**config.mk**
```make
export PLATFORM = sky130hd
export DESIGN_NAME = sram_tpsram_arbiter
export DESIGN_NICKNAME = d
export VERILOG_FILES = /design/src/rtl/sram_tpsram_arbiter.sv
export SDC_FILE = /design/constraint.sdc
export NUM_CORES = 1
export LEC_CHECK = 0
export CORE_AREA = 4 4 189 191
export DETAILED_ROUTE_END_ITERATION = 10
export DIE_AREA = 0 0 193 195
export GPL_TIMING_DRIVEN = 0
export HOLD_SLACK_MARGIN = 0.12
export PLACE_DENSITY = 0.47
export SYNTH_ARGS = -nofsm -noshare
export SYNTH_HDL_FRONTEND = slang
export SYNTH_SLANG_ARGS = --single-unit
```
**constraint.sdc**
```tcl
create_clock -name CLK -period 1.53 [get_ports CLK]
set_clock_uncertainty 0.1 [all_clocks]
set_input_delay 0.2295 -clock CLK [delete_from_list [all_inputs] [get_ports CLK]]
set_output_delay 0.2295 -clock CLK [all_outputs]
set_load 0.01 [all_outputs]
```
**src/rtl/sram_tpsram_arbiter.sv**
```systemverilog
// sram_tpsram_arbiter
//   Shares one two-port SRAM (separate write/read ports, single clock) between
//   masters M0 and M1. Write and read ports are arbitrated independently with a
//   round-robin req/gnt scheme; read data returns one cycle after the grant with
//   a registered valid and owner tag.
//
// Ports
//   CLK, RESET                      clock, asynchronous active-high reset
//   Mn_WREQ/WADDR/WDATA/WBE, Mn_WGNT   write request side (n = 0,1)
//   Mn_RREQ/RADDR, Mn_RGNT           read request side
//   Mn_RVALID, RDATA                 read return (RDATA shared, 0 when idle)
//   W_EN/W_ADDR/W_DATA/WBYTE_EN      SRAM write port
//   R_EN/R_ADDR, R_DATA              SRAM read port (data 1 cycle after R_EN)
//
// Build option
//   ARB_WR_FWD_EN : forward same-cycle write lanes into a colliding read
//                   (write-first). Undefined: SRAM old-data is returned as-is.
module sram_tpsram_arbiter #(
  parameter int ADDR_W = 9,
  parameter int DATA_W = 80,
  parameter int BE_W   = 8
) (
  input  logic              CLK,
  input  logic              RESET,
  input  logic              M0_WREQ,
  input  logic [ADDR_W-1:0] M0_WADDR,
  input  logic [DATA_W-1:0] M0_WDATA,
  input  logic [BE_W-1:0]   M0_WBE,
  output logic              M0_WGNT,
  input  logic              M1_WREQ,
  input  logic [ADDR_W-1:0] M1_WADDR,
  input  logic [DATA_W-1:0] M1_WDATA,
  input  logic [BE_W-1:0]   M1_WBE,
  output logic              M1_WGNT,
  input  logic              M0_RREQ,
  input  logic [ADDR_W-1:0] M0_RADDR,
  output logic              M0_RGNT,
  input  logic              M1_RREQ,
  input  logic [ADDR_W-1:0] M1_RADDR,
  output logic              M1_RGNT,
  output logic              M0_RVALID,
  output logic              M1_RVALID,
  output logic [DATA_W-1:0] RDATA,
  output logic              W_EN,
  output logic [ADDR_W-1:0] W_ADDR,
  output logic [DATA_W-1:0] W_DATA,
  output logic [BE_W-1:0]   WBYTE_EN,
  output logic              R_EN,
  output logic [ADDR_W-1:0] R_ADDR,
  input  logic [DATA_W-1:0] R_DATA
);

  localparam int LANE_W = DATA_W / BE_W;

  typedef enum logic {MST0 = 1'b0, MST1 = 1'b1} mst_e;

  mst_e wptr_q, wptr_d, wsel_q, wsel_d;
  mst_e rptr_q, rptr_d, rsel_q, rsel_d;
  mst_e rv_own_q;
  logic rv_vld_q;
  logic w_any, r_any;
  logic [DATA_W-1:0] rd_merged;

  // Write arbitration. With no requester the select holds its last winner so
  // the SRAM write address/data stay on that master.
  always_comb begin
    w_any  = M0_WREQ | M1_WREQ;
    wsel_d = wsel_q;
    if (M0_WREQ && M1_WREQ) wsel_d = wptr_q;
    else if (M1_WREQ)       wsel_d = MST1;
    else if (M0_WREQ)       wsel_d = MST0;
    wptr_d = wptr_q;
    if (w_any) wptr_d = (wsel_d == MST0) ? MST1 : MST0;
    W_ADDR   = (wsel_d == MST1) ? M1_WADDR : M0_WADDR;
    W_DATA   = (wsel_d == MST1) ? M1_WDATA : M0_WDATA;
    WBYTE_EN = (wsel_d == MST1) ? M1_WBE   : M0_WBE;
    M0_WGNT  = !RESET && w_any && (wsel_d == MST0);
    M1_WGNT  = !RESET && w_any && (wsel_d == MST1);
    // A grant with no byte enables is consumed without touching the SRAM.
    W_EN     = !RESET && w_any && (WBYTE_EN != '0);
  end

  // Read arbitration, same scheme on its own pointer.
  always_comb begin
    r_any  = M0_RREQ | M1_RREQ;
    rsel_d = rsel_q;
    if (M0_RREQ && M1_RREQ) rsel_d = rptr_q;
    else if (M1_RREQ)       rsel_d = MST1;
    else if (M0_RREQ)       rsel_d = MST0;
    rptr_d = rptr_q;
    if (r_any) rptr_d = (rsel_d == MST0) ? MST1 : MST0;
    R_ADDR  = (rsel_d == MST1) ? M1_RADDR : M0_RADDR;
    M0_RGNT = !RESET && r_any && (rsel_d == MST0);
    M1_RGNT = !RESET && r_any && (rsel_d == MST1);
    R_EN    = !RESET && r_any;
  end

  always_ff @(posedge CLK or posedge RESET) begin
    if (RESET) begin
      wptr_q   <= MST0;
      wsel_q   <= MST0;
      rptr_q   <= MST0;
      rsel_q   <= MST0;
      rv_vld_q <= 1'b0;
      rv_own_q <= MST0;
    end else begin
      wptr_q   <= wptr_d;
      wsel_q   <= wsel_d;
      rptr_q   <= rptr_d;
      rsel_q   <= rsel_d;
      rv_vld_q <= r_any;
      rv_own_q <= rsel_d;
    end
  end

`ifdef ARB_WR_FWD_EN
  logic              fwd_hit_q;
  logic [DATA_W-1:0] fwd_data_q;
  logic [BE_W-1:0]   fwd_be_q;

  // Capture the write that collides with this cycle's read; its lanes are
  // laid over the (old) SRAM data when the read returns.
  always_ff @(posedge CLK or posedge RESET) begin
    if (RESET) begin
      fwd_hit_q  <= 1'b0;
      fwd_data_q <= '0;
      fwd_be_q   <= '0;
    end else begin
      fwd_hit_q  <= W_EN && R_EN && (W_ADDR == R_ADDR);
      fwd_data_q <= W_DATA;
      fwd_be_q   <= WBYTE_EN;
    end
  end

  always_comb begin
    rd_merged = R_DATA;
    if (fwd_hit_q) begin
      for (int unsigned k = 0; k < BE_W; k++) begin
        if (fwd_be_q[k]) rd_merged[k*LANE_W +: LANE_W] = fwd_data_q[k*LANE_W +: LANE_W];
      end
    end
  end
`else
  assign rd_merged = R_DATA;
`endif

  always_comb begin
    M0_RVALID = rv_vld_q && (rv_own_q == MST0);
    M1_RVALID = rv_vld_q && (rv_own_q == MST1);
    RDATA     = rv_vld_q ? rd_merged : '0;
  end

endmodule
```
==> reports/results.tsv <==
stage	metric	value	unit
status	status	finished, violations left	
status	failing checks	negative setup slack	
placement	GPL Wtd Cong	0.713	
placement	placed wire-length estimate	16.9	mm
global_routing	number of global-route vias before repair	4335	
floorplan	num ports	492	
routing	Routed WL	20.7	mm
placement	number of port buffers	491	
worst_setup_path	Worst setup EP type	output pin	
floorplan	Vert. Die Dim	195	µm
routing	Remaining DRCs	0	
sta	Hold Fails Final Rpt	0	
yosys	compound-cell area share of the yosys netlist	2.15	%
routing	Routed WL per cell	16.4	µm
yosys	largest family of logic cells by synthesized area	multiplexers	
final_layout	synth-to-layout area growth	351	%
yosys	yosys synthesis warning count	0	
worst_hold_path	hold_sp	M0_RREQ	
routing	via density per instance	3.25	
global_routing	largest net degree at the start of global routing	11	
worst_setup_path	crit path max fanout	5	
yosys	Main synth FF type	dfrtp_1	
worst_setup_path	worst path required time	1.20	ns
yosys	Synth Area in Simple Gates	28.6	%
worst_setup_path	slowest stage delay, CP	0.34	ns
worst_setup_path	CP max stage cell	dfrtp_1	
yosys	post-synthesis net count	536	
clock_tree	CTS root buf	clkbuf_16	
clock_tree	CTS max path bufs	2	
run	Max Cap Viol	0	
worst_hold_path	hold crit path type	in2reg	
placement	Placed Area	7710	µm²
power	leakage	4.23	nW
power	worst vdd ir	0.199	mV
sta	Worst Max-Slew Pin Slew	0.327	ns
sta	Max Slew Vio Count	0	
worst_setup_path	Crit Path Category	reg2out	
clock_tree	Worst-Skew Late Latency	0.22	ns
yosys	Synth top area share	55.9	%
yosys	Adder-Cell Fraction of Synth Area	0	%
global_routing	Remaining Overflow, GRT	0	
final_layout	fin util	27.6	%
worst_setup_path	Worst EP arrival	1.83	ns
power	total power	4.46	mW
yosys	top cells by area, synth	mux2_2, and2_1, dfrtp_1	
worst_setup_path	Cell Chain, Critical Path	nor2_2 -> o21ai_4 -> buf_12 -> buf_4 -> buf_12 -> mux2_2 -> dlygate4sd2_1	
yosys	cell taking the most area after synthesis	mux2_2	
final_layout	ANT cells	0	
routing	DRT iter0 DRCs	51	
worst_setup_path	CP dominant cell by count	buf_12	
sta	Setup violations, final	189	
floorplan	Starting Density	6.14	%
yosys	mux cell area share after synthesis	57.5	%
floorplan	Row Count	68	
sta	Period minus WS final	2.16	ns
clock_tree	CTS tree	done	
final_layout	Final #Nets	1103	
yosys	mean post-synth cell area	8.80	µm²
clock_tree	Clock transition at path regs	0.03	ns
yosys	Yosys cell types	20	
final_layout	Non-Filler Instances	1259	
final_layout	layout cells sized above 1	60.2	%
yosys	register area share after synthesis	5.98	%
worst_setup_path	Worst Setup SP	wsel_q$_DFF_PP0_	
power	P per Cell Area	473	nW/µm²
routing	drt first pass iters	4	
clock_tree	total CTS buffers	3	
yosys	most frequent cell after synthesis	mux2_2	
yosys	Mapped Area	2090	µm²
clock_tree	CTS Sinks	5	
floorplan	Core Footprint	34100	µm²
yosys	ys async rst share	100	%
routing	Routed Antenna Nets	0	
global_routing	first-pass GRT wire length	26.0	mm
global_routing	GRT Util Overall	9.06	%
sta	Rel. slew slack	78.1	%
sta	Period Utilization, post-route	141	%
yosys	flip-flop and latch count after synthesis	5	
yosys	XOR/XNOR Fraction of Synth Area	0	%
yosys	Synth top cells by count	mux2_2, and2_1, clkbuf_1	
yosys	Post-synth EDFFs	0	
sta	RSZ-0062 raised after global routing	yes	
clock_tree	htree depth	1	
yosys	Syn Inst Count	238	
sta	setup TNS	-60.21	ns
final_layout	Final Cell Area	9430	µm²
sta	fmax	463	MHz
routing	Via Count	4093	
floorplan	die area	37600	µm²
floorplan	Die Width	193	µm
global_routing	antenna violations before repair	1	
worst_setup_path	startpoint types	flip-flop	
sta	post-layout worst setup margin	-0.631	ns
worst_setup_path	RR Startpoint	wsel_q$_DFF_PP0_	
placement	cell count after placement	1184	
-- cell families after synthesis --
group	count (synthesis)
buffers and inverters	22
multiplexers	107
flip-flops	5
AND/OR/NAND/NOR	99
AO/OA/AOI/OAI	5
-- power by group --
part	internal, mW	total (mW)	switching (mW)
Combinational	2.63	3.87	1.24
Clock	0.345	0.428	0.0829
Sequential	0.149	0.164	0.0154
Total	3.12	4.46	1.34
-- flip-flops by register name (all words and copies together), names as in the netlist --
| name | flops |
|---|---|
| rptr_q | 1 |
| rv_vld_q | 1 |
| wsel_q | 1 |
| rv_own_q | 1 |
| wptr_q | 1 |
-- worst max-delay path: cells and delay by family (launching register included) --
family                 cells  cell delay (ns)
AO/OA/AOI/OAI              1             0.17
buffers and inverters      4             0.70
flip-flops                 1             0.34
multiplexers               1             0.33
AND/OR/NAND/NOR            1             0.05
-- per-layer routing --
layer  vias to the layer above  global-route usage (%)  share of wire (%)  routed length [µm]
li1                       1957                       -                  -                   -
met1                      1838                    8.93                 33                6830
met2                       290                    18.5                 54               11200
met3                         6                    3.09                 12                2520
met4                         2                   0.892               0.56                 116
met5                         -                       0              0.063                  13
-- per-stage QoR --
step | setup slack, ns | hold WS [ns]
after floorplan | -0.0730 | -0.0814
after global placement | -1.41 | 0.380
after detailed placement | -1.44 | 0.389
after CTS | -0.659 | 0.168
after global routing | -0.702 | 0.378
final | -0.631 | 0.344
-- path summary, 6_finish.rpt --
kind / to / slack (ns) / cells past startpoint
setup / recovery: W_DATA[14] / -0.63 / 7
hold / removal: rptr_q$_DFFE_PP0N_ / 0.34 / 2
setup reg to reg: wsel_q$_DFF_PP0_ / 0.06 / 7
hold reg to reg: rptr_q$_DFFE_PP0N_ / 0.42 / 1
max in group asynchronous: rv_vld_q$_DFF_PP0_ / 0.45 / 4
min in group asynchronous: wptr_q$_DFFE_PP0N_ / 0.62 / 4
-- timing repair --
action | CTS | global route
hold endpoints to repair | 0 | 5
resized for setup | 964 | 261
endpoints found under the setup margin | 195 | 192
setup buffers | 37 | 24
hold buffers | 0 | 1
pin swaps | 11 | 2
cloned | 7 | 10
-- cell type report --
cell class	count	area, µm²
fill	3603	24700
clock buffer	4	78.8
sequential	5	126
inverter	2	10.0
multi-input combinational	211	2350
buffer	14	262
tap	455	569
timing repair buffer	568	6040
-- cells in the final DEF, fill, tap and decap left out, drive strengths merged --
cell type,n
clkbuf,22
o31a,1
o21a,2
or4,2
and2,82
clkdlybuf4s50,286
nor2b,1
mux2,106
clkdlybuf4s15,3
o21ai,2
nand2b,1
inv,2
mux2i,1
nor3,3
nand2,2
and3,2
buf,261
nor2,6
dlygate4sd3,1
dlygate4sd2,13
dfrtp,5
(Power assumes the default switching activity.)
